**src/rtl/vga_pkg.sv**
```systemverilog
// rtl/vga_pkg.sv - shared 640x480@60 raster timing constants
package vga_pkg;

    localparam int CNT_W = 10;

    localparam int VGA_H_ACTIVE = 640;
    localparam int VGA_H_FP     = 16;
    localparam int VGA_H_SYNC   = 96;
    localparam int VGA_H_BP     = 48;

    localparam int VGA_V_ACTIVE = 480;
    localparam int VGA_V_FP     = 10;
    localparam int VGA_V_SYNC   = 2;
    localparam int VGA_V_BP     = 33;

    localparam logic VGA_SYNC_POL = 1'b0;

    function automatic int span_total(input int active, input int fp, input int sync, input int bp);
        return active + fp + sync + bp;
    endfunction

    localparam int VGA_H_TOTAL = span_total(VGA_H_ACTIVE, VGA_H_FP, VGA_H_SYNC, VGA_H_BP);
    localparam int VGA_V_TOTAL = span_total(VGA_V_ACTIVE, VGA_V_FP, VGA_V_SYNC, VGA_V_BP);

endpackage

```
**src/rtl/vga_timing_gen_if.sv**
```systemverilog
// rtl/vga_timing_gen_if.sv - raster timing bundle driven by vga_timing_gen
interface vga_timing_if;
    import vga_pkg::*;

    logic [CNT_W-1:0] h_count;
    logic [CNT_W-1:0] v_count;
    logic             hsync;
    logic             vsync;
    logic             video_on;
    logic             frame_start;

    modport master (
        output h_count, v_count, hsync, vsync, video_on, frame_start
    );

    modport slave (
        input  h_count, v_count, hsync, vsync, video_on, frame_start
    );

endinterface

```
**src/rtl/vga_timing_gen_wrap_counter.sv**
```systemverilog
// rtl/vga_timing_gen_wrap_counter.sv - modulo-N counter with enable and terminal-count flag
module wrap_counter #(
    parameter int MODULUS = 800,
    parameter int WIDTH   = 10
) (
    input  logic             clk,
    input  logic             reset,
    input  logic             enable,
    output logic [WIDTH-1:0] count,
    output logic             wrap
);

    localparam logic [WIDTH-1:0] LAST = WIDTH'(MODULUS - 1);

    // wrap marks the terminal count; the next enabled edge returns to zero
    assign wrap = (count == LAST);

    always_ff @(posedge clk) begin
        if (reset) begin
            count <= '0;
        end else if (enable) begin
            count <= wrap ? '0 : count + WIDTH'(1);
        end
    end

endmodule

```
**src/rtl/vga_timing_gen.sv**
```systemverilog
// rtl/vga_timing_gen.sv - VGA raster counters, sync/blank decode and frame-start pulse
module vga_timing_gen
    import vga_pkg::*;
#(
    parameter int   H_ACTIVE = VGA_H_ACTIVE,
    parameter int   H_FP     = VGA_H_FP,
    parameter int   H_SYNC   = VGA_H_SYNC,
    parameter int   H_BP     = VGA_H_BP,
    parameter int   V_ACTIVE = VGA_V_ACTIVE,
    parameter int   V_FP     = VGA_V_FP,
    parameter int   V_SYNC   = VGA_V_SYNC,
    parameter int   V_BP     = VGA_V_BP,
    parameter logic SYNC_POL = VGA_SYNC_POL
) (
    input  logic          clk,
    input  logic          reset,
    input  logic          enable,
    vga_timing_if.master  vga
);

    localparam int H_TOTAL = span_total(H_ACTIVE, H_FP, H_SYNC, H_BP);
    localparam int V_TOTAL = span_total(V_ACTIVE, V_FP, V_SYNC, V_BP);

    generate
        if (H_TOTAL > (1 << CNT_W) || V_TOTAL > (1 << CNT_W)) begin : g_total_check
            $error("vga_timing_gen: H_TOTAL/V_TOTAL exceed counter range");
        end
    endgenerate

    localparam logic [CNT_W-1:0] H_ACT_END = CNT_W'(H_ACTIVE);
    localparam logic [CNT_W-1:0] HS_START  = CNT_W'(H_ACTIVE + H_FP);
    localparam logic [CNT_W-1:0] HS_END    = CNT_W'(H_ACTIVE + H_FP + H_SYNC);
    localparam logic [CNT_W-1:0] V_ACT_END = CNT_W'(V_ACTIVE);
    localparam logic [CNT_W-1:0] VS_START  = CNT_W'(V_ACTIVE + V_FP);
    localparam logic [CNT_W-1:0] VS_END    = CNT_W'(V_ACTIVE + V_FP + V_SYNC);

    logic [CNT_W-1:0] h_cnt;
    logic [CNT_W-1:0] v_cnt;
    logic             h_wrap;
    logic             v_wrap;
    logic             v_enable;
    logic             frame_start_q;
    logic             hs_active;
    logic             vs_active;
    logic             h_visible;
    logic             v_visible;

    wrap_counter #(
        .MODULUS (H_TOTAL),
        .WIDTH   (CNT_W)
    ) u_h_counter (
        .clk    (clk),
        .reset  (reset),
        .enable (enable),
        .count  (h_cnt),
        .wrap   (h_wrap)
    );

    // the line counter only advances on the pixel that ends a line
    assign v_enable = enable & h_wrap;

    wrap_counter #(
        .MODULUS (V_TOTAL),
        .WIDTH   (CNT_W)
    ) u_v_counter (
        .clk    (clk),
        .reset  (reset),
        .enable (v_enable),
        .count  (v_cnt),
        .wrap   (v_wrap)
    );

    // registered from the same edge that moves both counters to (0,0)
    always_ff @(posedge clk) begin
        if (reset) begin
            frame_start_q <= 1'b0;
        end else begin
            frame_start_q <= v_enable & v_wrap;
        end
    end

    always_comb begin
        hs_active = (h_cnt >= HS_START) && (h_cnt < HS_END);
        vs_active = (v_cnt >= VS_START) && (v_cnt < VS_END);
        h_visible = (h_cnt < H_ACT_END);
        v_visible = (v_cnt < V_ACT_END);
    end

    assign vga.h_count     = h_cnt;
    assign vga.v_count     = v_cnt;
    assign vga.hsync       = hs_active ? SYNC_POL : ~SYNC_POL;
    assign vga.vsync       = vs_active ? SYNC_POL : ~SYNC_POL;
    assign vga.video_on    = h_visible & v_visible;
    assign vga.frame_start = frame_start_q;

endmodule

```
**src/flat_wrapper.sv**
```systemverilog
// flat-port wrapper written by rule: the top's interface ports become plain ports
module vga_timing_gen_flat import vga_pkg::*;
#(
    parameter int   H_ACTIVE = VGA_H_ACTIVE,
    parameter int   H_FP     = VGA_H_FP,
    parameter int   H_SYNC   = VGA_H_SYNC,
    parameter int   H_BP     = VGA_H_BP,
    parameter int   V_ACTIVE = VGA_V_ACTIVE,
    parameter int   V_FP     = VGA_V_FP,
    parameter int   V_SYNC   = VGA_V_SYNC,
    parameter int   V_BP     = VGA_V_BP,
    parameter logic SYNC_POL = VGA_SYNC_POL
)
  (clk, reset, enable, vga_h_count, vga_v_count, vga_hsync, vga_vsync, vga_video_on, vga_frame_start);
  vga_timing_if vga_i ();
  input  logic clk;
  input  logic reset;
  input  logic enable;
  output wire logic [$bits(vga_i.h_count)-1:0] vga_h_count;
  output wire logic [$bits(vga_i.v_count)-1:0] vga_v_count;
  output wire logic [$bits(vga_i.hsync)-1:0] vga_hsync;
  output wire logic [$bits(vga_i.vsync)-1:0] vga_vsync;
  output wire logic [$bits(vga_i.video_on)-1:0] vga_video_on;
  output wire logic [$bits(vga_i.frame_start)-1:0] vga_frame_start;
  assign vga_h_count = vga_i.h_count;
  assign vga_v_count = vga_i.v_count;
  assign vga_hsync = vga_i.hsync;
  assign vga_vsync = vga_i.vsync;
  assign vga_video_on = vga_i.video_on;
  assign vga_frame_start = vga_i.frame_start;
  vga_timing_gen #(.H_ACTIVE(H_ACTIVE), .H_FP(H_FP), .H_SYNC(H_SYNC), .H_BP(H_BP), .V_ACTIVE(V_ACTIVE), .V_FP(V_FP), .V_SYNC(V_SYNC), .V_BP(V_BP), .SYNC_POL(SYNC_POL)) u_core (.clk(clk), .reset(reset), .enable(enable), .vga(vga_i));
endmodule
```
**config.mk**
```make
export PLATFORM = sky130hd
export DESIGN_NAME = vga_timing_gen_flat
export DESIGN_NICKNAME = d
export VERILOG_FILES = /design/src/rtl/vga_pkg.sv /design/src/rtl/vga_timing_gen_if.sv /design/src/rtl/vga_timing_gen_wrap_counter.sv /design/src/rtl/vga_timing_gen.sv /design/src/flat_wrapper.sv
export SDC_FILE = /design/constraint.sdc
export NUM_CORES = 1
export LEC_CHECK = 0
export BUFFER_PORTS_ARGS = -buffer_cell sky130_fd_sc_hd__buf_2
export CORE_UTILIZATION = 50
export DETAILED_ROUTE_END_ITERATION = 7
export HOLD_SLACK_MARGIN = 0.02
export PLACE_DENSITY = 0.76
export SLEW_MARGIN = 30
export SYNTH_ARGS = -nofsm -noshare
export SYNTH_HDL_FRONTEND = slang
export SYNTH_SLANG_ARGS = --single-unit
```
**constraint.sdc**
```tcl
create_clock -name clk -period 2.3 [get_ports clk]
set_clock_uncertainty 0.1 [all_clocks]
set_input_delay 0.23 -clock clk [delete_from_list [all_inputs] [get_ports clk]]
set_output_delay 0.23 -clock clk [all_outputs]
set_load 0.02 [all_outputs]
```
# Word-level counts from Yosys, hierarchy flattened

Cells that the tools add are included.

Flip-flop bits (word level): 21
Input bits: 3
Output and inout port bits: 24

$add $sub $neg: 2
Magnitude comparators: 6
Equal/unequal tests: 2
Mux-type cells: 4
Bitwise gates (word level): 3
Reductions and logical operators: 2

Operator list:

| kind                  | count |
|---|---|
| $add 10x1->10 const B | 2 |
| $eq 10x10->1 const B  | 2 |
| $lt 10x10->1 const B  | 2 |
| $lt 10x9->1 const B   | 2 |
| $mux 10               | 2 |
| $ge 10x10->1 const B  | 1 |
| $ge 10x9->1 const B   | 1 |
| $and 1x1->1           | 3 |
| $logic_and 1x1->1     | 2 |
| $mux 1                | 2 |

# Depth between registers and ports, before layout

Gate-level depths: netlist (run 1).

Word-level depth: 3
Depth in mapped cells: 7
Depth with buffers taken out: 6

# Cells and area by module

From an unflattened synthesis (run 1), not the netlist that was laid out.

Cells, all modules: 119
Area, all modules: 1072.3 um^2

Modules (own cells, without submodules):

| module                            | instances | cells an instance | area an instance (um^2) | sequential area each (um^2) |
|---|---|---|---|---|
| wrap_counter (u_core.u_v_counter) | 1         | 56                | 509.2                   | 200.2 |
| wrap_counter (u_core.u_h_counter) | 1         | 51                | 464.2                   | 200.2 |
| vga_timing_gen                    | 1         | 12                | 98.8                    | 20.0 |

# Worst setup path after synthesis (run 1)

No wires, ideal clock.

Path kind: register -> register
Start point: reg u_core.u_h_counter.count[0]
End point: reg u_core.u_v_counter.count[8]
Setup time: 66 ps
Arrival time: 2038 ps
Setup slack: 96 ps
Cell stages (with the launch flop): 7
Path buffers: 1
Period minus slack after synthesis: 2204 ps
Path through: dfxtp_1 ha_1 nand4_4 or4b_4 buf_6 or3_1 a21oi_2

Cells in the longest elaborated chain, start to end: 2

Ends and longest elaborated chain:

| element                | RTL line                          | RTL |
|---|---|---|
| from (decl)            | vga_timing_gen_wrap_counter.sv:9  | `output logic [WIDTH-1:0] count,` |
| from (signal assigned) | vga_timing_gen_wrap_counter.sv:22 | `count <= wrap ? '0 : count + WIDTH'(1);` |
| $eq 10x10->1           | vga_timing_gen_wrap_counter.sv:16 | `assign wrap = (count == LAST);` |
| $and 1x1->1            | vga_timing_gen.sv:60              | `assign v_enable = enable & h_wrap;` |
| to (signal assigned)   | vga_timing_gen_wrap_counter.sv:22 |  |
| to (decl)              | vga_timing_gen_wrap_counter.sv:9  |  |

No other way between the ends.
A chain may end at the register's enable or synchronous reset.

# Final worst setup path (run 1)

Start point: reg u_core.u_v_counter.count[2]
End point: out vga_vsync

Cells in the longest elaborated chain, start to end: 3
Elaborated cells on any way between the ends: 4
Those cells by class: order compare: 2; mux: 1; reduce/logical: 1

Ends and longest elaborated chain:

| element                                    | RTL line             | RTL |
|---|---|---|
| $ge 10x9->1 or $lt 10x9->1 (tied branches) | vga_timing_gen.sv:84 | `vs_active = (v_cnt >= VS_START) && (v_cnt < VS_END);` |
| $logic_and 1x1->1 *                        | vga_timing_gen.sv:84 |  |
| $mux 1 *                                   | vga_timing_gen.sv:92 | `assign vga.vsync = vs_active ? SYNC_POL : ~SYNC_POL;` |
| to (decl)                                  | flat_wrapper.sv:22   | `output wire logic [$bits(vga_i.vsync)-1:0] vga_vsync;` |

Every way passes the cells marked *; elsewhere a longest branch is shown, timed or not.

==> results of run 1 <==
-- cell type report --
class | instances | area, sq um
fill | 188 | 739
multi-input combinational | 92 | 604
sequential | 21 | 420
timing repair buffer | 27 | 138
tap | 27 | 33.8
clock buffer | 3 | 22.5
inverter | 5 | 18.8
clock inverter | 1 | 5.00
-- routing by layer --
layer	vias up	wire length (um)	share of wire (%)
li1	487	-	-
met1	439	994	44
met2	33	1170	51
met3	2	111	4.9
met4	0	12	0.53
met5	-	0	0
-- state kept, by name, indices dropped and copies added (netlist names) --
register and cells:
u_core.u_v_counter.count 10, u_core.vga.frame_start 1, u_core.u_h_counter.count 10
-- worst min path at each step --
stage          startpoint  cells past startpoint                           to
3_5_place_dp        reset                      2       u_core.vga.frame_start
5_1_grt             reset                      2       u_core.vga.frame_start
3_3_place_gp        reset                      2       u_core.vga.frame_start
4_1_cts             reset                      2  u_core.u_h_counter.count[6]
2_1_floorplan       reset                      1  u_core.u_h_counter.count[6]
6_report            reset                      2       u_core.vga.frame_start
-- critical path: stages, from the launching register on --
cell     delay [ns]
dfxtp_1        0.40
or4b_2         0.68
or3_1          0.31
buf_2          0.16
-- cell families after synthesis --
group	Yosys count	share of synthesized area, %
fa+ha+maj	4	4.71
mux	1	0.941
simple gates	58	33.1
xor+xnor	10	8.23
flops	21	39.5
compound gates	19	9.88
buf+inv	8	3.65
-- through the flow --
step / utilization (%) / cells / hold slack, ns
5_1_grt: 62.7 / 176 / 0.0468
3_5_place_dp: 61.3 / 172 / 0.387
4_1_cts: 62.7 / 176 / 0.0529
2_1_floorplan: - / 121 / 0.199
3_3_place_gp: 61.3 / 172 / 0.393
6_report: 62.7 / 176 / 0.0606
-- report_power, final --
part           leakage [nW]  internal [mW]  switching, mW  total (mW)
combinational         0.312         0.0104         0.0190      0.0294
sequential            0.169          0.367        0.00494       0.372
clock                0.0177         0.0647          0.113       0.178
total                 0.499          0.443          0.137       0.580
-- cell usage in the layout, fill, tap and decap left out, types with 2 or more instances in the layout --
master,instances
a21oi_1,7
a21oi_2,2
and4_1,2
buf_2,26
clkbuf_4,3
dfxtp_1,21
ha_1,4
inv_1,5
nand2_1,9
nand3_1,5
nand4_1,2
nand4b_1,2
nor2_1,13
nor3_1,2
o21ai_0,9
or3_1,10
or4_1,2
xnor2_1,4
xor2_1,6
==> metrics.txt, run 1 <==
# TYPE chip_impl_metric gauge
chip_impl_metric{name="timing.critical_path.arrival",unit="ns"} 1.85
chip_impl_metric{name="reg2reg_setup_slack",unit="ns"} 0.17
chip_impl_metric{name="clk_pin_slew",unit="ns"} 0.12
chip_impl_info{name="global_route.peak_usage_layer",value="met2"} 1
chip_impl_info{name="critical_path_end_type",value="output pin"} 1
chip_impl_info{name="cp-start-kind",value="flip-flop"} 1
chip_impl_metric{name="synth_area_per_cell",unit="sq um"} 8.79
chip_impl_info{name="tritoncts",value="yes"} 1
chip_impl_metric{name="postSynthRegisterBits",unit=""} 21
chip_impl_metric{name="wire_length_of_the_first_global_routing_pass",unit="um"} 3560
chip_impl_metric{name="syn_area",unit="sq um"} 1060
chip_impl_metric{name="met2_demand_to_capacity_share_in_global_routing",unit="%"} 38.6
chip_impl_metric{name="htreeDepth",unit=""} 1
chip_impl_metric{name="ys_seq_area_share",unit="%"} 39.5
chip_impl_metric{name="rows",unit=""} 16
chip_impl_metric{name="synthCells",unit=""} 121
chip_impl_info{name="rsz0062_at_grt",value="false"} 1
chip_impl_metric{name="finalSetupViolations",unit=""} 0
chip_impl_metric{name="timing_hold_violations_final",unit=""} 0
chip_impl_metric{name="post-route-drc-count",unit=""} 0
chip_impl_metric{name="final-max-slew-violation-count",unit=""} 0
chip_impl_metric{name="layout_worst_path_cycle_share",unit="%"} 95.0
chip_impl_metric{name="worstPathRequired",unit="ns"} 1.97
chip_impl_info{name="outcome",value="finished, final reports clean"} 1
chip_impl_metric{name="synth_enable_flop_cells",unit=""} 0
chip_impl_metric{name="chipHeight",unit="um"} 48.1
chip_impl_metric{name="post-synth-top-area-fraction",unit="%"} 39.5
chip_impl_metric{name="drt-vias-per-instance",unit=""} 5.46
chip_impl_info{name="synthTopCellsByCount",value="dfxtp_1, nor2_1, or3_1"} 1
chip_impl_metric{name="core_area",unit="sq um"} 1980
chip_impl_info{name="synth_most_common_cell",value="dfxtp_1"} 1
chip_impl_metric{name="globalRouteOverflowTotal",unit=""} 0
chip_impl_metric{name="cts_sinks",unit=""} 21
chip_impl_metric{name="yosysWarnings",unit=""} 0
chip_impl_metric{name="synth_cell_type_count",unit=""} 33
chip_impl_info{name="crit-reg2reg-launch",value="u_core.u_h_counter.count[0]"} 1
chip_impl_metric{name="max-vdd-ir-drop",unit="mV"} 0.313
chip_impl_metric{name="detail_route.wirelength",unit="um"} 2290
chip_impl_metric{name="hold_buffer_count_at_cts",unit=""} 0
chip_impl_metric{name="period_minus_slack",unit="ns"} 2.18
chip_impl_info{name="cts.root.buffer_cell",value="clkbuf_4"} 1
chip_impl_metric{name="io_pins",unit=""} 27
chip_impl_metric{name="dp_wirelength",unit="um"} 1690
chip_impl_info{name="synth.top_cells.by_area",value="dfxtp_1, or3_1, xor2_1"} 1
chip_impl_metric{name="drt_first_iter_violations",unit=""} 13
chip_impl_metric{name="met3_usage",unit="%"} 3.33
chip_impl_metric{name="ff2ff_path_depth",unit=""} 5
chip_impl_metric{name="avgRoutedWirePerCell",unit="um"} 13.0
chip_impl_metric{name="route.antenna.remaining_nets",unit=""} 0
chip_impl_info{name="ys.flop_type",value="dfxtp_1"} 1
chip_impl_metric{name="detailed_place.area",unit="sq um"} 1210
chip_impl_metric{name="postLayoutCellArea",unit="sq um"} 1240
chip_impl_metric{name="synth_async_reset_ratio",unit="%"} 0
chip_impl_metric{name="final_layout_size_suffix_gt1_share",unit="%"} 24.8
chip_impl_metric{name="first_global_vias",unit=""} 848
chip_impl_info{name="origin_of_the_worst_setup_path",value="u_core.u_v_counter.count[2]"} 1
chip_impl_metric{name="timing.max_cap.violations",unit=""} 0
chip_impl_metric{name="antenna_violations_before_repair",unit=""} 0
chip_impl_metric{name="die_width",unit="um"} 48.1
chip_impl_metric{name="power_per_cell_area",unit="nW/um^2"} 467
chip_impl_info{name="synthDominantAreaCellType",value="dfxtp_1"} 1
chip_impl_metric{name="ctsResizeCount",unit=""} 0
chip_impl_metric{name="die_area",unit="sq um"} 2320
chip_impl_metric{name="grt_start_max_net_pins",unit=""} 13
chip_impl_metric{name="setup_ws_final",unit="ns"} 0.115
chip_impl_metric{name="nNetsFinal",unit=""} 157
chip_impl_metric{name="first_pass_iters",unit=""} 4
chip_impl_metric{name="worst-slew-pin-transition",unit="ns"} 0.427
chip_impl_metric{name="dr_total_vias",unit=""} 961
chip_impl_metric{name="diodes",unit=""} 0
chip_impl_metric{name="critPathMaxFanout",unit=""} 8
chip_impl_info{name="min_path_type",value="in -> reg"} 1
chip_impl_metric{name="cts_buffers",unit=""} 3
chip_impl_metric{name="synth.net_count",unit=""} 128
chip_impl_metric{name="fmax",unit="MHz"} 458
chip_impl_metric{name="max-clock-path-buffers",unit=""} 2
chip_impl_metric{name="finalPower",unit="uW"} 580
chip_impl_metric{name="port_buffers",unit=""} 26
chip_impl_info{name="crit_end",value="vga_vsync"} 1
chip_impl_info{name="worstSetupPathType",value="reg -> out"} 1
chip_impl_metric{name="track_usage",unit="%"} 22.0
chip_impl_metric{name="flow.area_growth_from_synthesis",unit="%"} 16.8
chip_impl_metric{name="global_route_track_usage_on_met1",unit="%"} 26.7
chip_impl_metric{name="cellLeakagePower",unit="nW"} 0.499
chip_impl_metric{name="pre_cts_slack",unit="ns"} 0.180
chip_impl_metric{name="setup_tns",unit="ns"} 0
chip_impl_metric{name="floorplan.initialDensity",unit="%"} 53.7
chip_impl_metric{name="post_cts_setup_buffers",unit=""} 0
chip_impl_info{name="worst_r2r_endpoint",value="u_core.u_v_counter.count[7]"} 1
chip_impl_metric{name="max_slew_margin",unit="%"} 71.1
chip_impl_metric{name="clkLatencyLatePin",unit="ns"} 0.30
chip_impl_metric{name="place.gp.congestion",unit=""} 0.798
(Power assumes the default switching activity.)
==> run 2: changes to the inputs <==
- CTS_BUF_LIST: unset -> sky130_fd_sc_hd__clkbuf_2
==> run 2 against run 1 <==
Clock-buffer cell count unchanged; core utilization increased by 0.19 points; die area unchanged; sequential power about the same; combinational power increased by 5%; cell count increased by 0.57%; total power decreased by 3.6%; maximum frequency decreased by 0.52%; clock power decreased by 13%; wire length unchanged; hold slack improved by 0.094 ns; critical path type unchanged; critical endpoint unchanged; largest cell class unchanged; largest power group unchanged.
==> metrics.txt, run 2 (synthesis results as in run 1) <==
# TYPE chip_impl_metric gauge
chip_impl_metric{name="period_minus_slack",unit="ns"} 2.20
chip_impl_info{name="tritoncts",value="yes"} 1
chip_impl_metric{name="die_area",unit="sq um"} 2320
chip_impl_metric{name="final-max-slew-violation-count",unit=""} 0
chip_impl_metric{name="number_of_non_filler_instances_in_the_completed_layout",unit=""} 177
chip_impl_metric{name="floorplan.initialDensity",unit="%"} 53.7
chip_impl_metric{name="setup_ws_final",unit="ns"} 0.104
chip_impl_info{name="cts.root.buffer_cell",value="clkbuf_2"} 1
chip_impl_info{name="critical_path.cell_chain",value="or4b_2, or3_1, buf_2"} 1
chip_impl_metric{name="max-clock-path-buffers",unit=""} 2
chip_impl_metric{name="dr_total_vias",unit=""} 975
chip_impl_metric{name="antenna_violations_before_repair",unit=""} 0
chip_impl_info{name="worstSetupPathType",value="reg -> out"} 1
chip_impl_info{name="min_path_type",value="in -> reg"} 1
chip_impl_metric{name="worstPathBufferInverterCount",unit=""} 1
chip_impl_metric{name="finalSetupViolations",unit=""} 0
chip_impl_info{name="outcome",value="finished, final reports clean"} 1
chip_impl_metric{name="critPathMaxStageDelay",unit="ns"} 0.61
chip_impl_metric{name="worst-slew-pin-transition",unit="ns"} 0.435
chip_impl_metric{name="drt_first_iter_violations",unit=""} 11
chip_impl_metric{name="critPathMaxFanout",unit=""} 7
chip_impl_metric{name="cts_sinks",unit=""} 21
chip_impl_metric{name="avgRoutedWirePerCell",unit="um"} 12.9
chip_impl_metric{name="utilization",unit="%"} 62.9
chip_impl_metric{name="die_width",unit="um"} 48.1
chip_impl_metric{name="postLayoutCellArea",unit="sq um"} 1250
chip_impl_metric{name="max-vdd-ir-drop",unit="mV"} 0.293
chip_impl_info{name="rsz0062_at_grt",value="false"} 1
chip_impl_metric{name="final_layout_size_suffix_gt1_share",unit="%"} 25.3
chip_impl_metric{name="layout_worst_path_cycle_share",unit="%"} 95.5
chip_impl_metric{name="port_buffers",unit=""} 26
chip_impl_metric{name="drt-vias-per-instance",unit=""} 5.51
chip_impl_metric{name="fmax",unit="MHz"} 455
chip_impl_metric{name="first_pass_iters",unit=""} 4
chip_impl_metric{name="flow.area_growth_from_synthesis",unit="%"} 17.2
chip_impl_info{name="cpLargestDelayFamily",value="simple AND/OR/NAND/NOR gates"} 1
chip_impl_metric{name="globalRouteOverflowTotal",unit=""} 0
chip_impl_metric{name="route.antenna.remaining_nets",unit=""} 0
chip_impl_metric{name="timing_hold_violations_final",unit=""} 0
chip_impl_metric{name="wire_length_of_the_first_global_routing_pass",unit="um"} 3590
chip_impl_metric{name="pre_cts_slack",unit="ns"} 0.180
chip_impl_metric{name="chipHeight",unit="um"} 48.1
chip_impl_metric{name="post-route-drc-count",unit=""} 0
chip_impl_metric{name="detailed_place.area",unit="sq um"} 1210
chip_impl_info{name="final_cell_mix",value="buf_2, dfxtp_1, nor2_1, or3_1"} 1
chip_impl_metric{name="power_per_cell_area",unit="nW/um^2"} 449
chip_impl_metric{name="htreeDepth",unit=""} 1
chip_impl_info{name="standard_cell_with_the_maximum_stage_delay_on_the_critical_path",value="or4b_2"} 1
chip_impl_metric{name="nNetsFinal",unit=""} 158
chip_impl_metric{name="first_global_vias",unit=""} 855
chip_impl_metric{name="worstPathRequired",unit="ns"} 1.97
chip_impl_metric{name="dp_cells",unit=""} 172
chip_impl_metric{name="worst_hold_slack",unit="ns"} 0.155
chip_impl_metric{name="setup_tns",unit="ns"} 0
chip_impl_metric{name="io_pins",unit=""} 27
chip_impl_metric{name="grt_start_max_net_pins",unit=""} 13
chip_impl_metric{name="track_usage",unit="%"} 22.2
chip_impl_metric{name="timing.max_cap.violations",unit=""} 0
chip_impl_metric{name="max_slew_margin",unit="%"} 70.6
chip_impl_info{name="most_common_cell_after_layout_fill_and_taps_aside",value="buf_2"} 1
chip_impl_metric{name="core_area",unit="sq um"} 1980
chip_impl_metric{name="clkLatencyLatePin",unit="ns"} 0.32
chip_impl_metric{name="detail_route.wirelength",unit="um"} 2290
chip_impl_metric{name="cts_buffers",unit=""} 3
chip_impl_metric{name="finalPower",unit="uW"} 559
chip_impl_metric{name="clk_pin_slew",unit="ns"} 0.20
chip_impl_metric{name="place.gp.congestion",unit=""} 0.798
chip_impl_metric{name="diodes",unit=""} 0
chip_impl_metric{name="timing.critical_path.arrival",unit="ns"} 1.87
chip_impl_metric{name="rows",unit=""} 16
chip_impl_info{name="critical_path_end_type",value="output pin"} 1
chip_impl_metric{name="dp_wirelength",unit="um"} 1690
chip_impl_metric{name="cellLeakagePower",unit="nW"} 0.503
chip_impl_info{name="cp-start-kind",value="flip-flop"} 1
## run 2: cell types whose count changed in the layout (fill, tap and decap cells not counted)
cell and delta:
clkbuf_2 +3, clkbuf_4 -3, dfxtp_1 -1, dfxtp_2 +1, dlygate4sd3_1 +1
## run 2: worst min-delay path, cell delays in order
cell     delay, ns
buf_2         0.16
mux2i_1       0.09
nor2_1        0.07
## run 2: worst paths after layout
path                            depth (start not counted)  slack, ns                     endpoint                        start
worst max-delay path                                    3       0.10                    vga_vsync  u_core.u_v_counter.count[3]
worst min-delay path                                    3       0.16  u_core.u_h_counter.count[1]                       enable
worst max register to register                          5       0.16  u_core.u_v_counter.count[6]  u_core.u_h_counter.count[0]
worst min register to register                          2       0.45  u_core.u_v_counter.count[1]  u_core.u_v_counter.count[1]
## run 2: layer usage
| layer | track usage [%] | vias up | share of wire (%) |
|---|---|---|---|
| li1 | - | 490 | - |
| met1 | 27.1 | 451 | 44 |
| met2 | 38.6 | 30 | 51 |
| met3 | 3.33 | 4 | 4.1 |
| met4 | 9.44 | 0 | 0.96 |
| met5 | 0 | - | 0 |
## run 2: power breakdown
group | switching (mW) | internal [mW] | total [mW]
combinational | 0.0193 | 0.0115 | 0.0308
sequential | 0.00495 | 0.368 | 0.373
clock | 0.116 | 0.0394 | 0.155
## run 2: cell type report
cell class / count / area (sq um)
fillers: 188 / 736
multi-input cells: 92 / 604
flip-flops and latches: 21 / 422
repair buffers: 28 / 148
well taps: 27 / 33.8
inverters: 5 / 18.8
clock buffers: 3 / 15.0
clock inverters: 1 / 5.00
## run 2: timing repair
item	4_1_cts	5_1_grt
endpoints found under the hold margin	3	0
setup endpoints to repair	0	1
hold buffers	1	0
resized for setup	0	1
setup buffers	0	0
